$ cat src/rtl/mo_mul_arbiter_if.sv
// Requester-side bus of the shared Montgomery multiplier arbiter.
// The arbiter uses the slave modport; the requester side uses master.
`ifndef DATA_WIDTH
`define DATA_WIDTH 12
`endif

interface mo_mul_arbiter_if #(
   parameter int WIDTH = `DATA_WIDTH,
   parameter int N_REQ = 4,
   parameter int LAT   = WIDTH + 1
);
   logic [N_REQ-1:0]             req_valid;
   logic [N_REQ-1:0][WIDTH-1:0]  req_a;
   logic [N_REQ-1:0][WIDTH-1:0]  req_b;
   logic [N_REQ-1:0]             req_ready;
   logic [N_REQ-1:0]             resp_valid;
   logic [WIDTH-1:0]             resp_data;
   logic [$clog2(LAT+1)-1:0]     inflight;

   modport master (
      output req_valid, req_a, req_b,
      input  req_ready, resp_valid, resp_data, inflight
   );

   modport slave (
      input  req_valid, req_a, req_b,
      output req_ready, resp_valid, resp_data, inflight
   );
endinterface

$ cat src/rtl/mo_mul_arbiter.sv
// Round-robin arbiter sharing one pipelined Montgomery multiplier
// (a*b*2^-WIDTH mod Q) among N_REQ requesters. A tag pipeline running in
// lockstep with the multiplier routes each result back to its issuer.
// The multiplier is radix-2, one operand-a bit per stage, followed by a
// single conditional subtraction, so results always land in 0..Q-1.
`ifndef DATA_WIDTH
`define DATA_WIDTH 12
`endif

module mo_mul_arbiter #(
   parameter int WIDTH = `DATA_WIDTH,
   parameter int N_REQ = 4,
   parameter int Q     = 3329
) (
   input  logic              clk,
   input  logic              rst_n,
   mo_mul_arbiter_if.slave   bus
);
   // Input register + WIDTH reduction stages; the output register adds one more.
   localparam int LAT = WIDTH + 1;
   localparam int IDW = $clog2(N_REQ);
   localparam int CW  = $clog2(LAT + 1);
   localparam int TW  = WIDTH + 1;   // partial result < 2Q
   localparam int SW  = WIDTH + 2;   // partial sum before halving < 4Q

   // Index of the k-th candidate counted from the round-robin pointer.
   function automatic logic [IDW-1:0] rr_index(input logic [IDW-1:0] base, input int off);
      int sum;
      sum = int'(base) + off;
      return IDW'(sum % N_REQ);
   endfunction

   // One radix-2 Montgomery step: t' = (t + a_bit*b + q*Q) / 2, q chosen to make the sum even.
   function automatic logic [TW-1:0] mont_step(input logic [TW-1:0] t,
                                               input logic a_bit,
                                               input logic [WIDTH-1:0] b);
      logic [SW-1:0] s;
      s = {1'b0, t} + (a_bit ? {2'b00, b} : {SW{1'b0}});
      if (s[0]) begin
         s = s + SW'(Q);
      end else begin
         s = s;
      end
      return s[SW-1:1];
   endfunction

   // Bring a partial result < 2Q into 0..Q-1.
   function automatic logic [WIDTH-1:0] final_reduce(input logic [TW-1:0] t);
      logic [TW-1:0] d;
      if (t >= TW'(Q)) begin
         d = t - TW'(Q);
      end else begin
         d = t;
      end
      return d[WIDTH-1:0];
   endfunction

   logic [IDW-1:0]              ptr_r;
   logic [IDW-1:0]              gid_s;
   logic                        grant_s;
   logic [N_REQ-1:0]            ready_s;
   logic [WIDTH-1:0]            mux_a_s;
   logic [WIDTH-1:0]            mux_b_s;

   logic [WIDTH-1:0]            a_p [WIDTH];
   logic [WIDTH-1:0]            b_p [WIDTH];
   logic [TW-1:0]               t_p [1:WIDTH];

   logic [LAT-1:0]              tag_vld_r;
   logic [LAT-1:0][IDW-1:0]     tag_id_r;
   logic [N_REQ-1:0]            resp_valid_r;
   logic [WIDTH-1:0]            resp_data_r;
   logic [CW-1:0]               inflight_r;

   // Round-robin search from ptr_r; the winner's operands go straight to the multiplier.
   always_comb begin
      ready_s = '0;
      grant_s = 1'b0;
      gid_s   = '0;
      mux_a_s = '0;
      mux_b_s = '0;
      for (int k = 0; k < N_REQ; k++) begin
         if (!grant_s && bus.req_valid[rr_index(ptr_r, k)]) begin
            grant_s = 1'b1;
            gid_s   = rr_index(ptr_r, k);
         end else begin
            grant_s = grant_s;
         end
      end
      if (grant_s) begin
         ready_s[gid_s] = 1'b1;
         mux_a_s        = bus.req_a[gid_s];
         mux_b_s        = bus.req_b[gid_s];
      end else begin
         ready_s = '0;
      end
   end

   // Pointer moves past the last winner; idle cycles leave it in place.
   always_ff @(posedge clk or negedge rst_n) begin
      if (!rst_n) begin
         ptr_r <= '0;
      end else if (grant_s) begin
         ptr_r <= (gid_s == IDW'(N_REQ - 1)) ? '0 : gid_s + IDW'(1);
      end else begin
         ptr_r <= ptr_r;
      end
   end

   // Multiplier datapath; left unreset because the tag pipeline qualifies every result.
   always_ff @(posedge clk) begin
      a_p[0] <= mux_a_s;
      b_p[0] <= mux_b_s;
      t_p[1] <= mont_step({TW{1'b0}}, a_p[0][0], b_p[0]);
      for (int i = 1; i < WIDTH; i++) begin
         a_p[i]   <= a_p[i-1];
         b_p[i]   <= b_p[i-1];
         t_p[i+1] <= mont_step(t_p[i], a_p[i][i], b_p[i]);
      end
   end

   // Tag shift register plus aligned output registers for the returning result.
   always_ff @(posedge clk or negedge rst_n) begin
      if (!rst_n) begin
         tag_vld_r    <= '0;
         tag_id_r     <= '0;
         resp_valid_r <= '0;
         resp_data_r  <= '0;
      end else begin
         tag_vld_r   <= {tag_vld_r[LAT-2:0], grant_s};
         tag_id_r    <= {tag_id_r[LAT-2:0], gid_s};
         resp_data_r <= final_reduce(t_p[WIDTH]);
         if (tag_vld_r[LAT-1]) begin
            resp_valid_r <= N_REQ'(1) << tag_id_r[LAT-1];
         end else begin
            resp_valid_r <= '0;
         end
      end
   end

   // Outstanding-operation count: up on accept, down when a result is presented.
   always_ff @(posedge clk or negedge rst_n) begin
      if (!rst_n) begin
         inflight_r <= '0;
      end else begin
         inflight_r <= inflight_r + CW'(grant_s) - CW'(tag_vld_r[LAT-1]);
      end
   end

   assign bus.req_ready  = ready_s;
   assign bus.resp_valid = resp_valid_r;
   assign bus.resp_data  = resp_data_r;
   assign bus.inflight   = inflight_r;

endmodule

$ cat src/flat_wrapper.sv
// flat-port wrapper written by rule: the top's interface ports become plain ports
module mo_mul_arbiter_flat 
#(
   parameter int WIDTH = `DATA_WIDTH,
   parameter int N_REQ = 4,
   parameter int Q     = 3329
)
  (clk, rst_n, bus_req_valid, bus_req_a, bus_req_b, bus_req_ready, bus_resp_valid, bus_resp_data, bus_inflight);
  mo_mul_arbiter_if #(.WIDTH(WIDTH), .N_REQ(N_REQ), .LAT((WIDTH + 1))) bus_i ();
  input  logic clk;
  input  logic rst_n;
  input wire logic [$bits(bus_i.req_valid)-1:0] bus_req_valid;
  input wire logic [$bits(bus_i.req_a)-1:0] bus_req_a;
  input wire logic [$bits(bus_i.req_b)-1:0] bus_req_b;
  output wire logic [$bits(bus_i.req_ready)-1:0] bus_req_ready;
  output wire logic [$bits(bus_i.resp_valid)-1:0] bus_resp_valid;
  output wire logic [$bits(bus_i.resp_data)-1:0] bus_resp_data;
  output wire logic [$bits(bus_i.inflight)-1:0] bus_inflight;
  assign bus_i.req_valid = bus_req_valid;
  assign bus_i.req_a = bus_req_a;
  assign bus_i.req_b = bus_req_b;
  assign bus_req_ready = bus_i.req_ready;
  assign bus_resp_valid = bus_i.resp_valid;
  assign bus_resp_data = bus_i.resp_data;
  assign bus_inflight = bus_i.inflight;
  mo_mul_arbiter #(.WIDTH(WIDTH), .N_REQ(N_REQ), .Q(Q)) u_core (.clk(clk), .rst_n(rst_n), .bus(bus_i));
endmodule
$ cat config.mk
export PLATFORM = sky130hd
export DESIGN_NAME = mo_mul_arbiter_flat
export DESIGN_NICKNAME = d
export VERILOG_FILES = /design/src/rtl/mo_mul_arbiter_if.sv /design/src/rtl/mo_mul_arbiter.sv /design/src/flat_wrapper.sv
export SDC_FILE = /design/constraint.sdc
export NUM_CORES = 1
export LEC_CHECK = 0
export CORE_ASPECT_RATIO = 1.4
export CORE_MARGIN = 1.5
export CORE_UTILIZATION = 60
export DETAILED_ROUTE_END_ITERATION = 8
export PLACE_DENSITY = 0.83
export SLEW_MARGIN = 0
export SYNTH_ARGS = -nofsm -noshare
export SYNTH_HDL_FRONTEND = slang
export SYNTH_SLANG_ARGS = --single-unit
$ cat constraint.sdc
create_clock -name clk -period 7.3 [get_ports clk]
set_input_delay 1.095 -clock clk [delete_from_list [all_inputs] [get_ports clk]]
set_output_delay 1.095 -clock clk [all_outputs]
set_load 0.02 [all_outputs]
==> results of run 1 <==
==> cell usage after synthesis, types with 8 or more instances <==
| cell | number |
|---|---|
| ha_1 | 154 |
| a31oi_1 | 8 |
| nand2b_1 | 26 |
| and4_1 | 8 |
| nor2b_1 | 24 |
| o31ai_1 | 12 |
| nor3_1 | 34 |
| dfxtp_1 | 377 |
| nand4_1 | 14 |
| o21ai_1 | 9 |
| mux4_2 | 24 |
| dfrtp_1 | 61 |
| xnor2_1 | 176 |
| and2_1 | 165 |
| o211ai_1 | 12 |
| fa_1 | 12 |
| o21bai_1 | 14 |
| nand2_1 | 114 |
| a21boi_0 | 9 |
| a21o_1 | 39 |
| o21a_1 | 23 |
| a211oi_1 | 13 |
| and3_1 | 15 |
| a21oi_1 | 94 |
| clkbuf_1 | 26 |
| o21ai_0 | 68 |
| inv_1 | 92 |
| o22ai_1 | 8 |
| nand3_1 | 50 |
| nor2_1 | 99 |
| xor2_1 | 79 |
==> cell usage in the layout, fill, tap and decap left out, drive strengths merged, types with 6 or more instances in the layout <==
cell and instances:
a211oi 14, a21boi 12, a21o 40, a21oi 97, a31oi 9, and2 166, and3 15, and4 8
clkbuf 53, clkdlybuf4s50 124, clkinv 12, dfrtp 61, dfxtp 377, fa 12, ha 154, inv 93
mux4 24, nand2 114, nand2b 26, nand3 50, nand4 14, nor2 100, nor2b 24, nor3 34
nor4 7, o211ai 14, o21a 23, o21ai 79, o21bai 14, o22ai 8, o31a 7, o31ai 14
or2 6, or3 6, xnor2 176, xor2 79
==> logic make-up (layout without fill, tap and decap cells) <==
kind of cell	count (synthesis)	in the layout	share of synthesized area
adders and majority gates	166	166	0.1075
and+or+nand+nor	588	588	0.1539
muxes	26	26	0.02779
DFF	438	438	0.4499
xor gates and xnor gates	255	255	0.1107
buffers and inverters	124	293	0.02407
AOI/OAI and AO/OA	372	372	0.1261
==> worst max-delay path, cell delays in order <==
cell	delay, ps
clkdlybuf4s50_1	490
inv_1	80
nor2_1	150
nor2_1	70
o22ai_1	300
clkinv_1	810
ha_1	500
and2_1	150
clkdlybuf4s50_1	540
==> layer usage <==
metal / up-vias / routed length, um / track usage
met5: - / 0 / 0
met4: 0 / 1724 / 0.1128
met3: 126 / 1303 / 0.03638
met2: 284 / 23020 / 0.4890
met1: 6888 / 15380 / 0.2382
li1: 7071 / - / -
==> through the flow <==
stage	cells	area (um2)	hold WS (ps)	worst slack [ps]	utilization
after floorplan	1969	20170	309.6	3409	-
after global placement	2510	21860	310.8	2199	0.6581
after global routing	2583	23240	323.8	1803	0.6999
final	2583	23240	315.6	2019	0.6999
after detailed placement	2510	21860	312.1	2045	0.6581
after CTS	2583	23240	310.0	2047	0.6999
==> flip-flops by register name (all words and copies together) (netlist names) <==
name,flops
u_core.ptr_r,2
u_core.bus.inflight,4
u_core.bus.resp_valid,4
u_core.bus.resp_data,12
u_core.b_p,144
u_core.a_p,78
u_core.tag_id_r,26
u_core.tag_vld_r,13
u_core.t_p,155
==> path summary, 6_finish.rpt <==
path / cells after the start / end / slack [ps]
setup / recovery: 9 / bus_req_ready[3] / 2020
hold / removal: 0 / u_core.a_p[1][30] / 320
setup reg to reg: 13 / u_core.t_p[0][63] / 3770
hold reg to reg: 0 / u_core.a_p[1][30] / 320
max in group asynchronous: 2 / u_core.tag_id_r[5] / 6130
min in group asynchronous: 2 / u_core.bus.inflight[0] / 680
==> layout make-up <==
| class | instances | area [um2] |
|---|---|---|
| multi-input cells | 1407 | 10620 |
| fillers | 2349 | 9968 |
| flip-flops and latches | 438 | 9074 |
| repair buffers | 127 | 1261 |
| clock buffers | 53 | 1162 |
| well taps | 445 | 556.8 |
| inverters | 93 | 349.1 |
| clock inverters | 20 | 224.0 |
==> metrics.txt, run 1 <==
setup TNS 0 ps; maxcap violations 0; Achievable Freq about 190 MHz; initial antenna violation count 0; Slew Limit Fails 0; hold-fix buffer count after cts 0; count of flip-flops with a built-in enable after synthesis 0; row count 79; CP max FO 27; run status finished, final reports clean; dominant cell type by area after synthesis dfxtp_1; largest net degree at the start of global routing just over 60; Setup Viol. Count Final 0; ant diodes 0; Least-Margin Pin Slew 942.5 ps; Vias/cell 5.563; Req. time, crit path ~6200 ps; synthesized cell area 20170 um2; WL final 41.43 mm; GR Overflow Total 0; root buffer cell clkbuf_16; postcts setup bufs 0; DRC viols 0; Top Ports between 100 and 150; share of layout cells above drive strength 1 0.06127; Chip Height between 200 and 250 um; Post-DRT Antenna Nets 0; number of global-route vias before repair approximately 15000; fin nets 2376; core area roughly 33000 um2; HP Class register to register; Clock Sinks ~440; Initial Util 0.6073; TritonCTS clock tree done; first-pass GRT wire length between 60 and 70 mm; post-CTS sizing 0; Layout area overhead 15.25%; #FFs+latches synth about 440; Syn Nets ~2200; Seq/Total Area, Yosys 0.4499; hpwl dp roughly 31 mm; drt wl/cell approximately 16 um; CP endpoint kind primary output; syn_area_per_cell between 10 and 15 um2; Final Wtd Congestion just under 0.9; Synth top area share 0.3742; final worst path period need roughly 5300 ps; critical path class primary input to primary output; Tcrit/Tclk final 0.7234; PortBufs 125; startpoint class of the critical path primary input; Synth async-reset ratio 0.1393; CTS H-tree lvls 2; hold path start u_core.a_p[1][18]; Yosys warnings 0; Critical Path Start bus_req_valid[0]; Worst R2R Start u_core.a_p[0][39]; initial drt markers 570; CTS buffer count 41; cells after synthesis roughly 2000; Die X roughly 160 um; Clk pin slew, worst setup/hold paths ~60 ps; Post-Route Skew 23.38 ps; GRT Resource Usage Total 0.2436; final hold violations 0; Bufs on Longest Clock Path 3; die area 34740 um2; later-pin clock latency in the skew report approximately 560 ps; first drt pass iteration count 5; RSZ-0062 raised after global routing no; Synth Flop Type dfxtp_1; Via Count 14370; number of distinct library cells after synthesis 89; CP arrival between 4000 and 5000 ps; Worst slew margin 0.3699; Synth area leaders dfxtp_1 (37%), ha_1 (9.6%), xnor2_1 (7.6%)
Power of run 1 is not shown: default switching activity piles up to over one toggle a cycle in this logic, so the estimate is an artifact.
==> inputs of run 2 (changes only) <==
- clock period: 7.3 -> 5.24 ns (I/O delays scaled with it)
==> metrics.txt, run 2 (synthesis gave the netlist of run 1 again) <==
area of the multi-input gates 10620 um2; initial drt markers 766; initial antenna violation count 0; number of global-route vias before repair between 10000 and 15000; row count 79; Biggest register u_core.t_p; Worst R2R Start u_core.a_p[0][39]; hold-fix buffer count after cts 0; final core utilization 0.6984; TritonCTS clock tree done; hold path start u_core.a_p[0][46]; final worst path period need 4008 ps; critical path class primary input to primary output; DRC viols 0; commonest non-fill, non-tap cell in the layout dfxtp_1; Clock Sinks roughly 440; GRT Resource Usage Total 0.2411; PortBufs roughly 130; number of flip-flops in the largest register ~160; WL final roughly 40 mm; Top Ports ~130; Place WS between 1000 and 1500 ps; drt wl/cell 15.76 um; Clk pin slew, worst setup/hold paths ~60 ps; Req. time, crit path roughly 4500 ps; setup TNS 0 ps; GR Overflow Total 0; CP max FO 25; Bufs on Longest Clock Path 3; Chip Height 219.9 um; CP endpoint kind primary output; startpoint class of the critical path primary input; share of layout cells above drive strength 1 0.06036; fin nets 2378; Final Wtd Congestion around 0.9; HP Class register to register; later-pin clock latency in the skew report approximately 550 ps; DP Area 21870 um2; Worst slew margin 0.5195; Via Count ~14000; largest net degree at the start of global routing 62; RSZ-0062 raised after global routing no; ant diodes 0; root buffer cell clkbuf_16; Initial Util 0.6073; Largest regs u_core.t_p (155), u_core.b_p (144), u_core.a_p (78); Final Cell Area ~23000 um2; CTS H-tree lvls 2; CTS buffer count roughly 40; fin worst setup slack between 1000 and 1500 ps; hpwl dp approximately 31 mm; first-pass GRT wire length around 67 mm; Post-Route Skew 13.46 ps; Layout area overhead 15.01%; final hold violations 0; post-CTS sizing 0; Setup Viol. Count Final 0; first drt pass iteration count 7; Tcrit/Tclk final 0.7648; Achievable Freq 249.5 MHz; Vias/cell approximately 5.6; maxcap violations 0; Least-Margin Pin Slew just over 700 ps; CP arrival 3220 ps; Post-DRT Antenna Nets 0; Filler Cell Count 2403; run status finished, final reports clean; core area between 30000 and 40000 um2; Die X 158.0 um; area occupied by registers roughly 9000 um2; Slew Limit Fails 0; die area between 30000 and 40000 um2; most frequent cells in the layout dfxtp_1 (377), xnor2_1 (176), and2_1 (165), ha_1 (154), clkdlybuf4s50_1 (124); Critical Path Start bus_req_valid[0]; postcts setup bufs 0
## run 2: cell count changes in the layout (fill, tap and decap cells not counted), sizes merged
cell | before | now
clkinvlp | 5 | 3
clkbuf | 53 | 55
clkinv | 12 | 10
inv | 93 | 94
bufinv | 3 | 1
buf | 3 | 5
## run 2: path summary, 6_finish.rpt
| check | end | slack (ps) | cells after the start |
|---|---|---|---|
| max | bus_req_ready[3] | 1230 | 10 |
| min | u_core.a_p[1][10] | 320 | 0 |
| max reg2reg | u_core.t_p[0][63] | 1830 | 13 |
| min reg2reg | u_core.a_p[1][10] | 320 | 0 |
| max in group asynchronous | u_core.tag_vld_r[6] | 4380 | 2 |
| min in group asynchronous | u_core.tag_id_r[22] | 390 | 2 |
## run 2: worst max-delay path, stage by stage
cell	delay (ps)
clkdlybuf4s50_1	470
inv_1	70
nor2_1	160
nor2_1	80
o22ai_1	280
clkinv_1	200
buf_4	280
ha_1	220
and2_1	150
clkdlybuf4s50_1	530
## run 2: layer usage
| layer | wire length [um] | global-route usage | vias up |
|---|---|---|---|
| li1 | - | - | 7084 |
| met1 | 14970 | 0.2380 | 6908 |
| met2 | 22890 | 0.4848 | 293 |
| met3 | 1227 | 0.03363 | 112 |
| met4 | 1615 | 0.1084 | 0 |
| met5 | 0 | 0 | - |
## run 2: cell type report
| cell class | instances | area share |
|---|---|---|
| Inverter | 93 | 0.01505 |
| Clock inverter | 15 | 0.006096 |
| Clock buffer | 55 | 0.05092 |
| Tap cell | 445 | 0.02400 |
| Multi-Input combinational cell | 1407 | 0.4577 |
| Timing Repair Buffer | 129 | 0.05502 |
| Sequential cell | 438 | 0.3912 |
## run 2: stage by stage
stage	hold slack [ps]	std cells
5_1_grt	328.8	2582
2_1_floorplan	309.6	1969
3_5_place_dp	312.1	2512
4_1_cts	321.9	2582
6_report	319.7	2582
3_3_place_gp	310.0	2512
Power of run 2 is left out for the same reason.
==> inputs of run 3 (changes only) <==
- CORE_UTILIZATION: 60 -> 54
- PLACE_DENSITY: 0.83 -> 0.79
- clock period: 5.24 -> 3.2 ns (I/O delays scaled with it)
==> metrics.txt, run 3 (synthesis gave the netlist of run 1 again) <==
Post-Route Skew between 20 and 30 ps; Top Ports 126; initial drt markers approximately 570; Clk pin slew, worst setup/hold paths around 70 ps; WL final approximately 41 mm; number of global-route vias before repair 14890; Post-DRT Antenna Nets 0; root buffer cell clkbuf_16; DP Area around 22000 um2; largest net degree at the start of global routing 45; fin nets 2411; Slew Limit Fails 0; Tcrit/Tclk final 0.9542; RSZ-0062 raised after global routing yes; Layout area overhead 17.80%; die area roughly 39000 um2; CP arrival around 2600 ps; HP Class register to register; max incr delay on CP approximately 540 ps; CP max FO 5; commonest non-fill, non-tap cell in the layout dfxtp_1; Worst slew margin 0.6502; TritonCTS clock tree done; CP dominant cell by count nand2_1; number of flip-flops in the largest register about 160; Final Cell Area ~24000 um2; Vias/cell 5.480; CP endpoint kind primary output; Bufs on Longest Clock Path 3; Initial Util 0.5486; CP max stage cell clkdlybuf4s50_1; PortBufs around 130; Chip Height roughly 230 um; Biggest register u_core.t_p; Filler Cell Count 2822; GR Overflow Total 0; CTS buffer count between 40 and 50; core area approximately 37000 um2; Via Count around 14000; share of layout cells above drive strength 1 0.08644; critical path class register to primary output; drt wl/cell 15.59 um; Least-Margin Pin Slew 521.6 ps; DRC viols 0; CTS H-tree lvls 2; later-pin clock latency in the skew report ~560 ps; Achievable Freq approximately 330 MHz; final worst path period need between 3000 and 4000 ps; Req. time, crit path between 2000 and 3000 ps; Die X ~170 um; critical-path cell list nand2_1, nand2_1, a21oi_1, o22ai_2, clkinv_1, ha_1, and2_1, clkdlybuf4s50_1; ant diodes 0; Setup Viol. Count Final 0; Critical Path Start u_core.ptr_r[1]; GRT Resource Usage Total 0.2151; first-pass GRT wire length a little under 70 mm; Clock Sinks approximately 440; hold path start u_core.a_p[1][6]; setup TNS 0 ps; startpoint class of the critical path register; Final Wtd Congestion between 0.9 and 1; maxcap violations 0; initial antenna violation count 0; final hold violations 0; first drt pass iteration count 5; row count between 80 and 90; Largest regs u_core.t_p (155), u_core.b_p (144), u_core.a_p (78); run status finished, final reports clean; most frequent cells in the layout dfxtp_1 (373), xnor2_1 (173), and2_1 (165), ha_1 (154), clkdlybuf4s50_1 (124); Worst R2R Start u_core.a_p[1][4]; hpwl dp about 31 mm
==> run 3: critical path, delay by kind of cell, from the launching register on <==
kind,cells,cell delay (ps)
DFF,1,460
AOI/OAI and AO/OA,2,310
and+or+nand+nor,3,340
buffers and inverters,2,710
adders and majority gates,1,210
==> run 3: worst paths after layout <==
check | endpoint | cells after the start | slack [ps]
worst min register to register | u_core.a_p[1][18] | 0 | 300
worst max register to register | u_core.t_p[0][76] | 13 | 150
max in group asynchronous | u_core.tag_id_r[23] | 3 | 1940
worst min-delay path | u_core.a_p[1][18] | 0 | 300
min in group asynchronous | u_core.tag_id_r[21] | 2 | 390
worst max-delay path | bus_req_ready[3] | 8 | 150
==> run 3: per-layer routing <==
layer,wire length (um),vias up,GRT usage
met4,1780,0,0.1045
met2,22630,315,0.4306
met1,15290,6921,0.2135
li1,-,7140,-
met3,1496,103,0.03381
met5,0,-,0
==> run 3: cell type report <==
| type | count | area (um2) | area share |
|---|---|---|---|
| Tap cell | 467 | 584.3 | 0.02459 |
| Multi-Input combinational cell | 1407 | 10740 | 0.4519 |
| Timing Repair Buffer | 161 | 1519 | 0.06394 |
| Clock inverter | 18 | 276.5 | 0.01164 |
| Clock buffer | 58 | 1211 | 0.05098 |
| Inverter | 93 | 349.1 | 0.01469 |
| Sequential cell | 438 | 9081 | 0.3822 |
==> run 3: what timing repair did <==
item | 4_1_cts | 5_1_grt
hold buffers | 1 | 0
endpoints found under the hold margin | 17 | 0
setup endpoints to repair | 1 | 25
pin swaps | 0 | 8
buffers inserted | 0 | 5
gates resized for setup | 1 | 28
==> run 3: per-stage QoR <==
stage,utilization,std cells,setup WS (ps),hold slack (ps)
4_1_cts,0.6418,2637,9.790,300.9
5_1_grt,0.6462,2642,-8.500,313.3
3_3_place_gp,0.6010,2560,170.7,310.3
3_5_place_dp,0.6010,2560,58.81,312.1
2_1_floorplan,-,1969,289.9,184.4
6_report,0.6462,2642,146.6,297.7
Power of run 3 is left out for the same reason.
